## config.mk

```make
export PLATFORM = sky130hd
export DESIGN_NAME = uart_rx_cmd_parser
export DESIGN_NICKNAME = d
export VERILOG_FILES = /design/src/rtl/uart_sys_pkg.sv /design/src/rtl/uart_rx_gap_timer.sv /design/src/rtl/uart_rx_cmd_parser.sv
export SDC_FILE = /design/constraint.sdc
export NUM_CORES = 1
export LEC_CHECK = 0
export CAP_MARGIN = 20
export CORE_UTILIZATION = 50
export DETAILED_ROUTE_END_ITERATION = 8
export GPL_TIMING_DRIVEN = 0
export PLACE_DENSITY = 0.73
export SLEW_MARGIN = 5
export SYNTH_ARGS = -nofsm -noshare
export SYNTH_HDL_FRONTEND = slang
export SYNTH_SLANG_ARGS = --single-unit
```

## constraint.sdc

```tcl
create_clock -name CLK_PARSER -period 5.55 [get_ports CLK_PARSER]
set_clock_uncertainty 0.05 [all_clocks]
set_input_delay 0.8325 -clock CLK_PARSER [delete_from_list [all_inputs] [get_ports CLK_PARSER]]
set_output_delay 0.8325 -clock CLK_PARSER [all_outputs]
set_load 0.02 [all_outputs]
```

## src/rtl/uart_sys_pkg.sv

```systemverilog
// Frame-level definitions shared by the UART command parser and the system controller.
// Parser FSM encodings and the default write/read opcodes.
package uart_sys_pkg;

  typedef enum logic [1:0] {
    ST_IDLE     = 2'd0,
    ST_GET_ADDR = 2'd1,
    ST_GET_DATA = 2'd2,
    ST_HOLD     = 2'd3
  } parser_state_t;

  localparam logic [7:0] DEF_WR_CMD = 8'hAA;
  localparam logic [7:0] DEF_RD_CMD = 8'hBB;

endpackage

```

## src/rtl/uart_rx_gap_timer.sv

```systemverilog
// Inter-byte gap counter: saturating count while running, expire when count >= limit (limit 0 disables).
// Expire is combinational from the registered count; no backpressure.
module uart_rx_gap_timer #(
  parameter int WIDTH = 16
) (
  input  logic             i_clk,
  input  logic             i_rst,
  input  logic             i_clear,
  input  logic             i_run,
  input  logic [WIDTH-1:0] i_limit,
  output logic             o_expire
);

  logic [WIDTH-1:0] r_cnt;

  always_ff @(posedge i_clk or posedge i_rst) begin
    if (i_rst) begin
      r_cnt <= '0;
    end else if (i_clear) begin
      r_cnt <= '0;
    end else if (i_run && (r_cnt != {WIDTH{1'b1}})) begin
      r_cnt <= r_cnt + WIDTH'(1);
    end
  end

  // >= rather than == so that lowering the limit below the running count still aborts
  assign o_expire = i_run && (i_limit != '0) && (r_cnt >= i_limit);

endmodule

```

## src/rtl/uart_rx_cmd_parser.sv

```systemverilog
// Assembles {op,addr[,data]} byte frames into one command; cmd_valid rises 1 cycle after the last byte.
// Command held until cmd_valid & cmd_ready; bytes arriving while held and not ready are dropped with ovr_err.
module uart_rx_cmd_parser
  import uart_sys_pkg::*;
#(
  parameter int                    DATA_WIDTH    = 8,
  parameter int                    ADDR_WIDTH    = 4,
  parameter int                    TIMEOUT_WIDTH = 16,
  parameter logic [DATA_WIDTH-1:0] WR_CMD        = DATA_WIDTH'(DEF_WR_CMD),
  parameter logic [DATA_WIDTH-1:0] RD_CMD        = DATA_WIDTH'(DEF_RD_CMD)
) (
  input  logic                     CLK_PARSER,
  input  logic                     RST_PARSER,
  input  logic [DATA_WIDTH-1:0]    rx_data,
  input  logic                     rx_valid,
  input  logic [TIMEOUT_WIDTH-1:0] timeout_cyc,
  input  logic                     cmd_ready,
  output logic                     cmd_valid,
  output logic                     cmd_is_wr,
  output logic [ADDR_WIDTH-1:0]    cmd_addr,
  output logic [DATA_WIDTH-1:0]    cmd_data,
  output logic                     cmd_err,
  output logic                     ovr_err
);

  parser_state_t r_state;
  parser_state_t w_state_nxt;

  logic                  r_is_wr;
  logic [ADDR_WIDTH-1:0] r_addr;
  logic                  r_cmd_valid;
  logic                  r_cmd_is_wr;
  logic [ADDR_WIDTH-1:0] r_cmd_addr;
  logic [DATA_WIDTH-1:0] r_cmd_data;
  logic                  r_cmd_err;
  logic                  r_ovr_err;

  logic                  w_run;
  logic                  w_expire;
  logic                  w_timeout;
  logic                  w_xfer;
  logic                  w_is_op;
  logic                  w_addr_ok;

  logic                  w_is_wr_nxt;
  logic [ADDR_WIDTH-1:0] w_addr_nxt;
  logic                  w_load_cmd;
  logic                  w_cmd_is_wr_nxt;
  logic [ADDR_WIDTH-1:0] w_cmd_addr_nxt;
  logic [DATA_WIDTH-1:0] w_cmd_data_nxt;
  logic                  w_cmd_err_nxt;
  logic                  w_ovr_err_nxt;

  assign w_run     = (r_state == ST_GET_ADDR) || (r_state == ST_GET_DATA);
  assign w_timeout = w_expire && !rx_valid;
  assign w_xfer    = r_cmd_valid && cmd_ready;
  assign w_is_op   = (rx_data == WR_CMD) || (rx_data == RD_CMD);
  assign w_addr_ok = (rx_data[DATA_WIDTH-1:ADDR_WIDTH] == '0);

  uart_rx_gap_timer #(
    .WIDTH (TIMEOUT_WIDTH)
  ) u_gap_timer (
    .i_clk    (CLK_PARSER),
    .i_rst    (RST_PARSER),
    .i_clear  (rx_valid || !w_run || w_timeout),
    .i_run    (w_run),
    .i_limit  (timeout_cyc),
    .o_expire (w_expire)
  );

  always_ff @(posedge CLK_PARSER or posedge RST_PARSER) begin
    if (RST_PARSER) begin
      r_state <= ST_IDLE;
    end else begin
      r_state <= w_state_nxt;
    end
  end

  always_comb begin
    w_state_nxt = r_state;
    case (r_state)
      ST_IDLE: begin
        if (rx_valid && w_is_op) w_state_nxt = ST_GET_ADDR;
      end
      ST_GET_ADDR: begin
        if (rx_valid) begin
          if (!w_addr_ok)   w_state_nxt = ST_IDLE;
          else if (r_is_wr) w_state_nxt = ST_GET_DATA;
          else              w_state_nxt = ST_HOLD;
        end else if (w_timeout) begin
          w_state_nxt = ST_IDLE;
        end
      end
      ST_GET_DATA: begin
        if (rx_valid)       w_state_nxt = ST_HOLD;
        else if (w_timeout) w_state_nxt = ST_IDLE;
      end
      ST_HOLD: begin
        // a byte landing in the transfer cycle starts the next frame with no bubble
        if (w_xfer) w_state_nxt = (rx_valid && w_is_op) ? ST_GET_ADDR : ST_IDLE;
      end
      default: w_state_nxt = ST_IDLE;
    endcase
  end

  always_comb begin
    w_is_wr_nxt     = r_is_wr;
    w_addr_nxt      = r_addr;
    w_load_cmd      = 1'b0;
    w_cmd_is_wr_nxt = r_cmd_is_wr;
    w_cmd_addr_nxt  = r_cmd_addr;
    w_cmd_data_nxt  = r_cmd_data;
    w_cmd_err_nxt   = 1'b0;
    w_ovr_err_nxt   = 1'b0;
    case (r_state)
      ST_IDLE, ST_HOLD: begin
        if (rx_valid) begin
          if ((r_state == ST_HOLD) && !cmd_ready) begin
            w_ovr_err_nxt = 1'b1;
          end else if (w_is_op) begin
            w_is_wr_nxt = (rx_data == WR_CMD);
          end else begin
            w_cmd_err_nxt = 1'b1;
          end
        end
      end
      ST_GET_ADDR: begin
        if (rx_valid) begin
          if (!w_addr_ok) begin
            w_cmd_err_nxt = 1'b1;
          end else begin
            w_addr_nxt = rx_data[ADDR_WIDTH-1:0];
            if (!r_is_wr) begin
              w_load_cmd      = 1'b1;
              w_cmd_is_wr_nxt = 1'b0;
              w_cmd_addr_nxt  = rx_data[ADDR_WIDTH-1:0];
              w_cmd_data_nxt  = '0;
            end
          end
        end else if (w_timeout) begin
          w_cmd_err_nxt = 1'b1;
        end
      end
      ST_GET_DATA: begin
        if (rx_valid) begin
          w_load_cmd      = 1'b1;
          w_cmd_is_wr_nxt = 1'b1;
          w_cmd_addr_nxt  = r_addr;
          w_cmd_data_nxt  = rx_data;
        end else if (w_timeout) begin
          w_cmd_err_nxt = 1'b1;
        end
      end
      default: ;
    endcase
  end

  always_ff @(posedge CLK_PARSER or posedge RST_PARSER) begin
    if (RST_PARSER) begin
      r_is_wr     <= 1'b0;
      r_addr      <= '0;
      r_cmd_valid <= 1'b0;
      r_cmd_is_wr <= 1'b0;
      r_cmd_addr  <= '0;
      r_cmd_data  <= '0;
      r_cmd_err   <= 1'b0;
      r_ovr_err   <= 1'b0;
    end else begin
      r_is_wr     <= w_is_wr_nxt;
      r_addr      <= w_addr_nxt;
      r_cmd_valid <= (w_state_nxt == ST_HOLD);
      r_cmd_err   <= w_cmd_err_nxt;
      r_ovr_err   <= w_ovr_err_nxt;
      if (w_load_cmd) begin
        r_cmd_is_wr <= w_cmd_is_wr_nxt;
        r_cmd_addr  <= w_cmd_addr_nxt;
        r_cmd_data  <= w_cmd_data_nxt;
      end
    end
  end

  assign cmd_valid = r_cmd_valid;
  assign cmd_is_wr = r_cmd_is_wr;
  assign cmd_addr  = r_cmd_addr;
  assign cmd_data  = r_cmd_data;
  assign cmd_err   = r_cmd_err;
  assign ovr_err   = r_ovr_err;

endmodule

```

==> flow_metrics.py <==
metrics = {
    "yosys": {
        "synth_seq_area_share_pct": 37.7,
        "syn_inst": 267,
        "synth_area_leader_cell": "dfrtp_1",
        "synthesis.area_um2": 2590,
        "synth_edf_count": 0,
        "ys_async_sr_fraction_pct": 100,
        "synth_cell_type_count": 52,
        "synth_ff_type": "dfrtp_1",
        "syn_area_per_cell_um2": 9.70,
        "synth.top_cell.area_share_pct": 37.7,
        "yosys_warnings": 0,
        "syn_nets": 316,
        "ys_seq_elements": 39,
        "synthTopCellsByArea": "dfrtp_1 (38%), ha_1 (10%), mux2_2 (4.3%), inv_1 (3.8%), nor2_1 (3.5%)",
    },
    "setup_path": {
        "path_max_fanout": 10,
        "crit_path_start": "timeout_cyc[13]",
        "r2r_slack_ns": 3.06,
        "rr_startpoint": "u_gap_timer.r_cnt[13]",
        "r2r-end": "u_gap_timer.r_cnt[11]",
        "critPathCaptureType": "register",
        "cp_data_arrival_time_ns": 3.21,
        "cp-endpoint": "u_gap_timer.r_cnt[11]",
        "rr_worst_depth": 7,
        "cp-start-kind": "primary input",
        "critical_path_class": "in -> reg",
        "required_ns": 5.67,
    },
    "routing": {
        "routed_via_density": 5.63,
        "vias": 2169,
        "dr.pass1.iters": 5,
        "drtAntennaViolNets": 0,
        "drt_wl_total_um": 5840,
        "drc": 0,
        "wl_per_cell_um": 15.2,
        "drt_iter0_drc": 102,
    },
    "cts": {
        "cts_tree": "built",
        "cts_made_buffers": 5,
        "cts_resized": 0,
        "clk_pin_slew_ns": 0.08,
        "clockRootBuffer": "clkbuf_8",
        "clock_sinks": 39,
        "hold_buffers": 0,
        "cts_setup_buffers": 0,
        "clockBufferDepth": 2,
        "clkLatencyLatePin_ns": 0.28,
        "cts.htree.levels": 2,
    },
    "global_routing": {
        "first_global_vias": 2096,
        "track_usage_pct": 23.5,
        "grt_max_degree": 40,
        "grt_pass1_wl_um": 9800,
        "grt-ovfl-total": 0,
        "antenna_found_initial": 0,
    },
    "place": {
        "gp_congestion": 0.864,
        "io_buffer_count": 43,
        "hpwl_um": 4410,
    },
    "floorplanning": {
        "coreArea_um2": 4850,
        "die_h_um": 74.0,
        "std_cell_rows": 25,
        "initial_core_util_pct": 53.4,
        "io_pins": 44,
        "dieWidth_um": 74.0,
        "dieArea_um2": 5470,
    },
    "sta": {
        "hold_violations": 0,
        "setup_tns_ns": 0,
        "fmax_mhz": 323,
        "slew_headroom_pct": 45.1,
        "period_share_pct": 55.7,
        "rsz0062_at_grt": "no",
        "worst_pin_slew_ns": 0.822,
        "drv_slew": 0,
        "min_period_ns": 3.09,
        "finalSetupViolations": 0,
    },
    "final_layout": {
        "area_growth_pct": 23.0,
        "fill_cells": 398,
        "drive_above_1_share_pct": 12.6,
        "multiInputGateArea_um2": 1460,
        "seq_area_um2": 976,
        "nets": 366,
        "n_antenna_cell": 0,
    },
    "power": {
        "vdd.ir_drop.worst_mv": 0.156,
        "p_total_mw": 0.570,
        "p_per_area_nw_per_um2": 179,
        "p_leak_nw": 1.45,
    },
    "hold_path": {
        "worstHoldPathType": "reg -> reg",
    },
    "flow_run": {
        "drv_cap": 0,
    },
    "outcome": {
        "outcome": "completed",
    },
}
-- report_power, final --
group / internal [mW] / total [mW] / switching (mW)
Combinational: 0.0427 / 0.0876 / 0.0449
Clock: 0.0883 / 0.184 / 0.0961
Sequential: 0.292 / 0.298 / 0.00591
-- state kept, by name (all words and copies together), names as in the netlist --
register and count:
u_gap_timer.r_cnt 16, cmd_data 8, cmd_addr 4, r_addr 4
r_state 2, cmd_err 1, cmd_is_wr 1, cmd_valid 1
ovr_err 1, r_is_wr 1
-- synthesized netlist by cell type, types with 2 or more instances --
| cell type | number |
|---|---|
| o21ai_0 | 9 |
| nand3_1 | 11 |
| clkbuf_1 | 3 |
| and4_1 | 5 |
| and3_1 | 7 |
| a221o_1 | 2 |
| mux2_2 | 10 |
| a22o_2 | 8 |
| a31oi_1 | 2 |
| clkbuf_2 | 2 |
| nor2_1 | 24 |
| nand4_1 | 9 |
| a21o_1 | 3 |
| or4_1 | 3 |
| nand2_1 | 10 |
| xor2_1 | 2 |
| dfrtp_1 | 39 |
| o211ai_1 | 3 |
| a21oi_1 | 12 |
| a2111o_1 | 2 |
| mux2_4 | 2 |
| xnor2_1 | 9 |
| ha_1 | 21 |
| o21a_1 | 3 |
| nor4_1 | 5 |
| nor3_1 | 5 |
| a311oi_1 | 4 |
| and2_1 | 3 |
| inv_1 | 26 |
-- layout by cell type, fill, tap and decap left out, drive strengths merged, types with 10 or more instances in the layout --
master,instances
clkdlybuf4s50,43
dfrtp,39
inv,26
nor2,24
ha,21
a21oi,13
nand3,12
mux2,12
clkbuf,12
nand2,10
-- cells by family (layout without fill, tap and decap cells) --
group                      after synthesis  count (layout)  share of synthesized area, %
muxes                                   12              12                          5.51
and+or+nand+nor                         92              92                          20.2
xor gates and xnor gates                11              11                          3.72
DFF                                     39              39                          37.7
buffers and inverters                   34              85                          5.80
AOI/OAI and AO/OA                       58              58                          17.0
adders and majority gates               21              21                          10.1
-- per-layer routing --
metal | GRT usage [%] | vias to the layer above | wire [um]
li1 | - | 1087 | -
met1 | 34.3 | 1011 | 2920
met2 | 36.1 | 67 | 2590
met3 | 3.79 | 4 | 295
met4 | 6.62 | 0 | 36
met5 | 0 | - | 0
-- area by class of cell --
type | instances | share of cell area [%]
Multi-Input combinational cell | 194 | 45.9
Sequential cell | 39 | 30.6
Timing Repair Buffer | 43 | 13.5
Inverter | 26 | 3.06
Tap cell | 67 | 2.63
Clock buffer | 7 | 2.40
Buffer | 8 | 1.65
Clock inverter | 1 | 0.157
-- worst min-delay path by stage --
stage | startpoint | end | slack (ns) | cells past startpoint
final | cmd_is_wr | cmd_is_wr | 0.45 | 1
after global routing | cmd_data[3] | cmd_data[3] | 0.47 | 1
after CTS | cmd_data[3] | cmd_data[3] | 0.46 | 1
after detailed placement | cmd_data[1] | cmd_data[1] | 0.44 | 1
after global placement | cmd_data[7] | cmd_data[7] | 0.43 | 1
after floorplan | r_addr[0] | r_addr[0] | 0.42 | 1
-- per-stage QoR --
step / hold slack (ns) / util (%) / std cells / area [um2] / setup slack, ns
CTS: 0.456 / 65.7 / 385 / 3180 / 2.45
finish: 0.448 / 65.7 / 385 / 3180 / 2.46
global placement: 0.434 / 64.0 / 377 / 3100 / 2.19
floorplan: 0.425 / - / 267 / 2590 / 2.99
detailed placement: 0.438 / 64.0 / 377 / 3100 / 2.15
global route: 0.465 / 65.7 / 385 / 3180 / 2.28
-- critical path: stages --
cell	delay (ns)
clkdlybuf4s50_1	0.48
inv_1	0.05
ha_1	0.28
and4_1	0.24
nand4_1	0.15
a2111o_1	0.44
a31oi_2	0.36
buf_2	0.30
nor2_1	0.07
Note: power is estimated with default switching activity, not from simulation.
